**src/rtl/init_fill_pkg.sv**
```systemverilog
// Shared types for the init_fill memory initialiser: pattern select and FSM states.
package init_fill_pkg;

  typedef enum logic [1:0] {
    IDENTITY = 2'b00,
    CONST    = 2'b01,
    RAMP     = 2'b10,
    REVERSE  = 2'b11
  } fill_mode_t;

  typedef enum logic [1:0] {
    IDLE = 2'b00,
    FILL = 2'b01,
    DONE = 2'b10
  } state_t;

endpackage

```
**src/rtl/init_fill_pattern_gen.sv**
```systemverilog
// Combinational pattern generator: maps (mode, idx, acc, base) to the word written at idx.
module init_pattern_gen
  import init_fill_pkg::*;
#(
  parameter int unsigned DEPTH  = 256,
  parameter int unsigned DATA_W = 8,
  parameter int unsigned ADDR_W = $clog2(DEPTH)
) (
  input  fill_mode_t        mode,
  input  logic [ADDR_W-1:0] idx,
  input  logic [DATA_W-1:0] acc,
  input  logic [DATA_W-1:0] base,
  output logic [DATA_W-1:0] wrdata
);

  localparam logic [ADDR_W-1:0] LAST_IDX = ADDR_W'(DEPTH - 1);

  // RAMP reuses the running accumulator so no multiplier is needed.
  always_comb begin
    wrdata = '0;
    case (mode)
      IDENTITY: wrdata = DATA_W'(idx);
      CONST:    wrdata = base;
      RAMP:     wrdata = acc;
      REVERSE:  wrdata = DATA_W'(LAST_IDX - idx);
      default:  wrdata = '0;
    endcase
  end

endmodule

```
**src/rtl/init_fill.sv**
```systemverilog
// Fills a DEPTH-entry memory with a selectable pattern, one word per cycle,
// with en/rdy start handshake, stall back-pressure and a one-cycle done pulse.
module init_fill
  import init_fill_pkg::*;
#(
  parameter int unsigned DEPTH  = 256,
  parameter int unsigned DATA_W = 8,
  parameter int unsigned ADDR_W = $clog2(DEPTH)
) (
  input  logic              clk,
  input  logic              rst,
  input  logic              en,
  output logic              rdy,
  input  logic [1:0]        mode,
  input  logic [DATA_W-1:0] base,
  input  logic [DATA_W-1:0] stride,
  input  logic              stall,
  output logic [ADDR_W-1:0] addr,
  output logic [DATA_W-1:0] wrdata,
  output logic              wren,
  output logic              done
);

  localparam logic [ADDR_W-1:0] LAST_IDX = ADDR_W'(DEPTH - 1);

  state_t            state_q,  state_d;
  logic [ADDR_W-1:0] idx_q,    idx_d;
  logic [DATA_W-1:0] acc_q,    acc_d;
  fill_mode_t        mode_q,   mode_d;
  logic [DATA_W-1:0] base_q,   base_d;
  logic [DATA_W-1:0] stride_q, stride_d;
  logic [DATA_W-1:0] pat_data;

  init_pattern_gen #(
    .DEPTH  (DEPTH),
    .DATA_W (DATA_W),
    .ADDR_W (ADDR_W)
  ) u_pattern (
    .mode   (mode_q),
    .idx    (idx_q),
    .acc    (acc_q),
    .base   (base_q),
    .wrdata (pat_data)
  );

  always_ff @(posedge clk) begin
    if (rst) begin
      state_q  <= IDLE;
      idx_q    <= '0;
      acc_q    <= '0;
      mode_q   <= IDENTITY;
      base_q   <= '0;
      stride_q <= '0;
    end else begin
      state_q  <= state_d;
      idx_q    <= idx_d;
      acc_q    <= acc_d;
      mode_q   <= mode_d;
      base_q   <= base_d;
      stride_q <= stride_d;
    end
  end

  // Next-state and outputs; stall reaches wren directly so a blocked cycle never commits.
  always_comb begin
    state_d  = state_q;
    idx_d    = idx_q;
    acc_d    = acc_q;
    mode_d   = mode_q;
    base_d   = base_q;
    stride_d = stride_q;
    rdy      = 1'b0;
    done     = 1'b0;
    wren     = 1'b0;
    addr     = '0;
    wrdata   = '0;

    case (state_q)
      IDLE: begin
        rdy = 1'b1;
        if (en) begin
          state_d  = FILL;
          idx_d    = '0;
          acc_d    = base;
          mode_d   = fill_mode_t'(mode);
          base_d   = base;
          stride_d = stride;
        end
      end
      FILL: begin
        addr   = idx_q;
        wrdata = pat_data;
        wren   = ~stall;
        if (!stall) begin
          idx_d = idx_q + ADDR_W'(1);
          acc_d = acc_q + stride_q;
          if (idx_q == LAST_IDX) begin
            state_d = DONE;
          end
        end
      end
      DONE: begin
        done    = 1'b1;
        state_d = IDLE;
      end
      default: begin
        state_d = IDLE;
      end
    endcase
  end

endmodule

```
**config.mk**
```make
export PLATFORM = sky130hd
export DESIGN_NAME = init_fill
export DESIGN_NICKNAME = d
export VERILOG_FILES = /design/src/rtl/init_fill_pkg.sv /design/src/rtl/init_fill_pattern_gen.sv /design/src/rtl/init_fill.sv
export SDC_FILE = /design/constraint.sdc
export NUM_CORES = 1
export LEC_CHECK = 0
export ABC_AREA = 1
export CORE_MARGIN = 2
export CORE_UTILIZATION = 40
export CTS_CLUSTER_DIAMETER = 200
export DETAILED_ROUTE_END_ITERATION = 7
export GPL_TIMING_DRIVEN = 0
export PLACE_DENSITY = 0.66
export RECOVER_POWER = 25
export REMOVE_ABC_BUFFERS = 1
export SETUP_SLACK_MARGIN = 0.4
export SYNTH_ARGS = -nofsm -noshare
export SYNTH_HDL_FRONTEND = slang
export SYNTH_SLANG_ARGS = --single-unit
```
**constraint.sdc**
```tcl
create_clock -name clk -period 3.6 [get_ports clk]
set_clock_uncertainty 0.1 [all_clocks]
set_input_delay 0.72 -clock clk [delete_from_list [all_inputs] [get_ports clk]]
set_output_delay 0.72 -clock clk [all_outputs]
set_load 0.005 [all_outputs]
```
# ---- Word-level counts from Yosys, hierarchy flattened
# Cells that the tools add are included.
dict set report op_classes {
  addsub 3
  n_eq_ne 9
  mux 16
  bitwise 1
  n_reduce_logical 6
}
# op n
set ops {}
lappend ops {{two-way mux 8 bit} 6}
lappend ops {{case mux 8 bit (2 select lines)} 2}
lappend ops {{case mux 8 bit (4 select lines)} 1}
lappend ops {{adder 8 x 1 -> 8 bit, second input constant} 1}
lappend ops {{adder 8 bit} 1}
lappend ops {{== test 8 bit, second input constant} 1}
lappend ops {{subtractor 8 bit, first input constant} 1}
lappend ops {{== test 2 bit, second input constant} 3}
lappend ops {{two-way mux 2 bit} 3}
lappend ops {{!= test 2 bit, second input constant} 3}
lappend ops {{AND reduction 3 bit} 2}
lappend ops {{== test 2 x 1 -> 1 bit, second input constant} 2}
lappend ops {{zero test 2 bit} 2}
lappend ops {{case mux 2 bit (2 select lines)} 1}
lappend ops {{two-way mux 1 bit} 3}
lappend ops {{AND reduction 2 bit} 1}
lappend ops {{nonzero test 2 bit} 1}
lappend ops {{NOT 1 bit} 1}
dict set report totals {
  regBits 36
  in_bits 22
  out_inout_bits 19
  elab_cells 41
}

# ---- Longest topological paths before layout
# Gate-level depths: netlist (run 1).
dict set report logic_depth {
  ltp_word 4
  depth_mapped 12
  depth_no_buf 12
}

# ---- Modules after synthesis
# Synthesis (run 1) repeated with hierarchy kept, for this count alone.
dict set report hier_totals {
  cells_unflattened 331
  hier_area_um2 2162.1
}
# module n_inst cells_per_inst area_each_um2 seq_area_each_um2
set by_module_without_submodules {}
lappend by_module_without_submodules {init_fill 1 275 1886.8 720.7}
lappend by_module_without_submodules {init_pattern_gen 1 56 275.3 0.0}

# ---- Worst setup path before layout (run 1)
# Ideal clock, no wire load.
dict set report synth_timing {
  path_type {register to output}
  from {register state_q[0]}
  to {output port wrdata[2]}
  arrival_ns 1.067
  required_ns 2.780
  path_slack_ns 1.713
  stages_incl_launch_ff 6
  n_path_buf 1
  cell_sequence {dfxtp_1 > nand2_4 > clkinv_1 > buf_2 > o21ai_0 > a31oi_1}
}
dict set report synth_via {
  elab_chain_cells 2
}
# item line_no
set synth_rtl {}
lappend synth_rtl {{from (decl)} init_fill.sv:26} ;# state_t state_q, state_d;
lappend synth_rtl {{from (signal assigned)} init_fill.sv:55} ;# state_q <= state_d;
lappend synth_rtl {{== test 2 x 1 -> 1 bit} init_fill.sv:78} ;# case (state_q)
lappend synth_rtl {{two-way mux 8 bit} init_fill.sv:78}
lappend synth_rtl {{to (decl)} init_fill.sv:19} ;# output logic [DATA_W-1:0] wrdata,
# No other way between the ends.

# ---- Worst setup path after layout (run 1)
dict set report layout_timing {
  from {input port en}
  to {register acc_q[5]}
}
dict set report layout_via {
  elab_chain_cells 2
}
# item line_no
set layout_rtl {}
lappend layout_rtl {{from (decl)} init_fill.sv:12} ;# input logic en,
lappend layout_rtl {{!= test 2 bit (no line)} n/a}
lappend layout_rtl {{AND reduction 3 bit (no line)} n/a}
lappend layout_rtl {{to (signal assigned)} init_fill.sv:50} ;# acc_q <= '0;
lappend layout_rtl {{to (signal assigned)} init_fill.sv:57} ;# acc_q <= acc_d;
lappend layout_rtl {{to (decl)} init_fill.sv:28} ;# logic [DATA_W-1:0] acc_q, acc_d;
# No other way between the ends.
# A chain may end at the register's enable or synchronous reset.

==> run summary, run 1 <==
Hold Path Origin: base_q[2]$_SDFFE_PP0P_
Die Span X: 76.0 um
initial antenna violation count: 0
first-pass GRT wire length: 8270 um
placed cells: 407
crit share post-route: 86.8%
Starting Density: 41.2%
Mapped Area: 2080 um2
crit path DAT: 3.18 ns
cell-by-cell trace of the critical path: dlygate4sd3_1, nand2_1, nand2_1, inv_1, nor2_1, nand2_1, a21oi_1
post_cts resized: 0
DRT Pass-1 Iters: 4
Register-to-Register Path Depth: 7
area grow syn2layout: 24.7%
Routed Antenna Nets: 0
dominant cells by area after synthesis: dfxtp_1, nor2_1, nand2_1
clk_lat worst skew: 0.29 ns
total CTS buffers: 5
fin area: 2590 um2
CP max FO: 25
flop2flop setup slack: 0.96 ns
Async SR Flop Fraction: 0%
fmax: 320 MHz
n_diodes: 0
Max Slew Vio Count: 0
1st-iter DRT viols: 111
fin cells: 415
hold endpoint: base_q[2]$_SDFFE_PP0P_
VDD IR-drop max: 196 uV
DRC: 0
Top delay family on crit path: simple AND/OR/NAND/NOR gates
# fillers: 535
main flop type after synthesis: dfxtp_1
final HPWL from detailed placement: 3670 um
# clock sinks: 36
DIE AREA: 5780 um2
slowest CP cell: nand2_1
H-tree levels: 2
post-route minimum period: 3.13 ns
Max stage delay on crit path: 0.61 ns
top-area cell type share of the netlist area: 34.7%
layout cell share with drive strength beyond 1: 5.51%
die height: 76.0 um
Total Routing Usage GR: 17.6%
Leak: 1.06 nW
Seq/Total Area, Yosys: 34.7%
hold-fix buffers at CTS: 0
largest net degree at the start of global routing: 27
Final Hold Slack: 0.388 ns
RR Startpoint: state_q[0]$_SDFFE_PP0P_
core area: 5040 um2
clk root buf: clkbuf_8
final design utilization: 51.3%
setup slack at placement: 0.848 ns
hold path cells: 2
I/O Buffers: 40
Clock Path Buffers: 2
routability cong.: 0.853
Final Setup Violations: 0
Worst Path Required: 3.66 ns
final wirelength: 5040 um
max_cap viols: 0
nets@finish: 375
FF+latch area: 721 um2
startpoint class of the critical path: input port
Synth area leader: dfxtp_1
synthesized instance count: 307
WL/cell: 12.1 um
kind of critical path: in -> reg
placed cell areas: 2510 um2
Multi-input gate area: 1170 um2
synth warn: 0
Design Power: 962 uW
final hold violation count: 0
worst slew pin tran: 0.829 ns
status: finished, final reports clean
floorplan row count: 26
Pwr Density: 372 nW/um2
Netlist cell types: 35
setup TNS: 0 ns
Reg clk slew, reported paths: 0.07 ns
endpoint class of the critical path: flop
CTS tree: yes
# IOs: 41
Mapped Avg Cell Area: 6.76 um2
grt total ovfl: 0
hold crit path type: reg -> reg
Reg2Reg Capture Point: acc_q[5]$_SDFFE_PP0P_
most common cell in the netlist: nor2_1
Synth Register Bits: 36
vias per cell: 4.91
Synth top cells by count: nor2_1, nand2_1, dfxtp_1
Worst Setup Slack, final: 0.474 ns
EDFF count, synth: 0
Slew headroom: 44.6%
number of global-route vias before repair: 1800
Post-CTS Setup Inserts: 0
DR vias: 2036
most used cell, CP: nand2_1
Bufs and invs on worst path: 2
RSZ-0062 raised after global routing: false
-- cells in the final DEF, fill, tap and decap left out --
cell / synthesis / layout
nor2_1: 57 / 58
nand2_1: 56 / 58
clkdlybuf4s50_1: 0 / 37
dfxtp_1: 36 / 36
o21ai_0: 30 / 31
inv_1: 28 / 30
a21oi_1: 23 / 23
nand3_1: 13 / 13
ha_1: 8 / 8
clkbuf_8: 0 / 6
a31oi_1: 5 / 5
nor3_1: 4 / 4
or2_2: 4 / 4
a221oi_1: 3 / 3
o21ai_1: 4 / 3
dlygate4sd3_1: 0 / 3
nand4_1: 2 / 2
xnor2_1: 2 / 2
nor2_2: 3 / 2
a21oi_2: 2 / 2
nand3b_1: 2 / 2
clkbuf_1: 4 / 2
nand2_4: 2 / 1
clkinv_1: 1 / 1
o221ai_1: 1 / 1
o211ai_1: 1 / 1
nor2_8: 1 / 1
inv_2: 3 / 1
xor2_1: 1 / 1
nand3_2: 1 / 1
nor3b_1: 1 / 1
a211oi_2: 1 / 1
fa_1: 1 / 1
-- cell type report --
class	count	area share [%]
timing repair buffer	40	15.5
clock buffer	8	3.48
sequential	36	27.8
multi-input combinational	229	45.2
tap	70	3.38
inverter	32	4.64
-- flip-flops by register name, summed over array words and instances, names as in the netlist --
register and flops:
acc_q 8, base_q 8, idx_q 8, mode_q 2, state_q 2, stride_q 8
-- tightest hold or removal path: stages, from the launching register on --
cell and delay (ns):
dfxtp_1 0.33, nor2_1 0.05, nor2_1 0.08
-- where the power goes --
group	total (mW)	internal (mW)	switching, mW	leakage, nW
logic	0.214	0.0929	0.121	0.721
registers	0.448	0.427	0.0217	0.296
clock network	0.300	0.156	0.144	0.0455
total	0.962	0.676	0.287	1.06
-- worst max-delay path by stage --
stage                            endpoint                     from  slack, ns  depth (start not counted)
CTS                             wrdata[7]  state_q[1]$_SDFFE_PP0P_       0.55                          6
detailed placement                   wren                    stall       0.85                          3
floorplan                       wrdata[6]  state_q[1]$_SDFFE_PP0P_       1.66                          5
global placement                     wren                    stall       0.86                          3
finish              acc_q[5]$_SDFFE_PP0P_                       en       0.47                          7
global route        acc_q[6]$_SDFFE_PP0P_                       en       0.25                          6
-- per-layer routing --
layer  global-route usage, %  share of wire [%]
met2                    31.4                 49
met1                    21.5                 45
met4                    4.55                1.2
met5                       0                  0
met3                    3.79                4.6
-- kinds of logic after synthesis --
logic type / count (synthesis) / synth area share (%)
flops: 36 / 34.7
compound gates: 70 / 18.7
buf+inv: 42 / 8.32
simple gates: 147 / 31.2
xor+xnor: 3 / 1.27
fa+ha+maj: 9 / 5.79
No activity file was read; power rests on OpenSTA's default activity.
==> run 2, diff against run 1 <==
Settings changed: GPL_ROUTABILITY_DRIVEN from default to 0.
==> results of run 2 <==
Same layout as run 1: the final DEF is identical, and so are final timing and power.
==> run 3, diff against run 2 <==
Settings changed: RECOVER_POWER 25 to 100.
==> run summary, run 3 (synthesized netlist as in run 1, its figures left out) <==
DRC: 0 (unchanged)
final wirelength: 5040 um (about the same)
n_diodes: 0 (unchanged)
Slew headroom: 45.2% (was 44.6%)
Clk pwr share: 31.2% (about the same)
hold crit path type: reg -> reg (unchanged)
H-tree levels: 2 (unchanged)
flop2flop setup slack: 1.01 ns (was 0.96 ns)
largest net degree at the start of global routing: 27 (unchanged)
1st-iter DRT viols: 115 (was 111)
max_cap viols: 0 (unchanged)
startpoint class of the critical path: flop (was input port)
WL/cell: 12.1 um (about the same)
hold-fix buffers at CTS: 0 (unchanged)
Total Routing Usage GR: 17.6% (unchanged)
post_cts resized: 0 (unchanged)
commonest cells after routing, fill and taps aside: nor2_1, nand2_1, dfxtp_1 (was nor2_1, nand2_1, clkdlybuf4s50_1)
Reg clk slew, reported paths: 0.07 ns (about the same)
Switching Power: 283 uW (was 287 uW)
vias per cell: 4.88 (was 4.91)
grt total ovfl: 0 (unchanged)
# clock sinks: 36 (unchanged)
clk root buf: clkbuf_8 (unchanged)
placed cell areas: 2510 um2 (unchanged)
DRT Pass-1 Iters: 4 (unchanged)
CP max FO: 19 (was 25)
Clock Path Buffers: 2 (unchanged)
Worst Path Required: 2.78 ns (was 3.66 ns)
DIE AREA: 5780 um2 (unchanged)
endpoint class of the critical path: primary output (was flop)
I/O Buffers: 40 (unchanged)
Reg2Reg Capture Point: acc_q[1]$_SDFFE_PP0P_ (was acc_q[5]$_SDFFE_PP0P_)
Seq pwr share: 46.9% (was 46.6%)
CTS tree: yes (unchanged)
Starting Density: 41.2% (unchanged)
combinational power share: 21.9% (was 22.2%)
Register-to-Register Path Depth: 6 (was 7)
post-route minimum period: 3.12 ns (was 3.13 ns)
Worst Setup Slack, final: 0.476 ns (was 0.474 ns)
first-pass GRT wire length: 8270 um (unchanged)
total CTS buffers: 5 (unchanged)
clk_lat worst skew: 0.29 ns (about the same)
RSZ-0062 raised after global routing: false (unchanged)
Critical Path End: wrdata[7] (was acc_q[5]$_SDFFE_PP0P_)
Design Power: 956 uW (was 962 uW)
placed cells: 407 (unchanged)
fin cells: 415 (unchanged)
# IOs: 41 (unchanged)
Pwr Density: 371 nW/um2 (was 372 nW/um2)
final design utilization: 51.1% (was 51.3%)
final hold violation count: 0 (unchanged)
VDD IR-drop max: 196 uV (about the same)
RR Startpoint: state_q[0]$_SDFFE_PP0P_ (unchanged)
crit path DAT: 2.30 ns (was 3.18 ns)
worst slew pin tran: 0.820 ns (was 0.829 ns)
Post-CTS Setup Inserts: 0 (unchanged)
DR vias: 2025 (was 2036)
kind of critical path: reg -> out (was in -> reg)
final HPWL from detailed placement: 3670 um (unchanged)
die height: 76.0 um (unchanged)
layout cell share with drive strength beyond 1: 4.64% (was 5.51%)
Max Slew Vio Count: 0 (unchanged)
floorplan row count: 26 (unchanged)
fmax: 320 MHz (about the same)
number of global-route vias before repair: 1800 (unchanged)
Die Span X: 76.0 um (unchanged)
fin area: 2570 um2 (was 2590 um2)
CP startpoint: state_q[1]$_SDFFE_PP0P_ (was en)
Leak: 1.11 nW (was 1.06 nW)
crit share post-route: 86.8% (about the same)
area grow syn2layout: 24.1% (was 24.7%)
setup slack at placement: 0.848 ns (unchanged)
internal power: 673 uW (was 676 uW)
status: finished, final reports clean (unchanged)
setup TNS: 0 ns (unchanged)
nets@finish: 375 (unchanged)
Final Hold Slack: 0.388 ns (about the same)
core area: 5040 um2 (unchanged)
Switching Fraction: 29.6% (was 29.8%)
Final Setup Violations: 0 (unchanged)
initial antenna violation count: 0 (unchanged)
Routed Antenna Nets: 0 (unchanged)
[run 3: changes by cell type in the layout (fill, tap and decap cells not counted), sizes merged]
cell | before | now
clkdlybuf4s50 | 37 | 21
dlygate4sd3 | 3 | 19
[run 3: critical path, cell delays in order (launching register included)]
cell and delay (ns):
dfxtp_1 0.33, inv_1 0.07, nand2_4 0.21, clkinv_1 0.49, o21ai_0 0.25, a21oi_1 0.08
dlygate4sd3_1 0.59
[run 3: cell type report]
type / count / area [um2]
clock buffer: 8 / 90.1
tap: 70 / 87.6
fill: 537 / 2470
inverter: 32 / 120
timing repair buffer: 40 / 400
sequential: 36 / 721
multi-input combinational: 229 / 1160
[run 3: power by group through the flow]
stage	combinational [mW]	sequential, mW	clock [mW]
2_1_floorplan	0.143	0.451	0
3_3_place_gp	0.213	0.456	0
3_5_place_dp	0.218	0.458	0
4_1_cts	0.219	0.448	0.305
5_1_grt	0.238	0.452	0.322
6_report	0.209	0.448	0.298
[run 3: how the worst min path moves through the flow]
stage                                   startpoint                  endpoint  slack [ns]  cells past startpoint
final                     stride_q[5]$_SDFFE_PP0P_  stride_q[5]$_SDFFE_PP0P_        0.39                      2
after global routing        base_q[2]$_SDFFE_PP0P_    base_q[2]$_SDFFE_PP0P_        0.41                      2
after CTS                   base_q[5]$_SDFFE_PP0P_    base_q[5]$_SDFFE_PP0P_        0.39                      2
after detailed placement    base_q[5]$_SDFFE_PP0P_    base_q[5]$_SDFFE_PP0P_        0.37                      2
after global placement      base_q[4]$_SDFFE_PP0P_    base_q[4]$_SDFFE_PP0P_        0.36                      2
after floorplan             base_q[1]$_SDFFE_PP0P_    base_q[1]$_SDFFE_PP0P_        0.36                      2
[run 3: layer usage]
layer / wire length [um] / up-vias / part of all wire (%) / global-route usage (%)
met5: 0 / - / 0 / 0
met4: 59 / 0 / 1.2 / 4.55
met3: 272 / 8 / 5.4 / 3.79
met2: 2480 / 55 / 49 / 31.4
met1: 2230 / 881 / 44 / 21.5
li1: - / 1081 / - / -
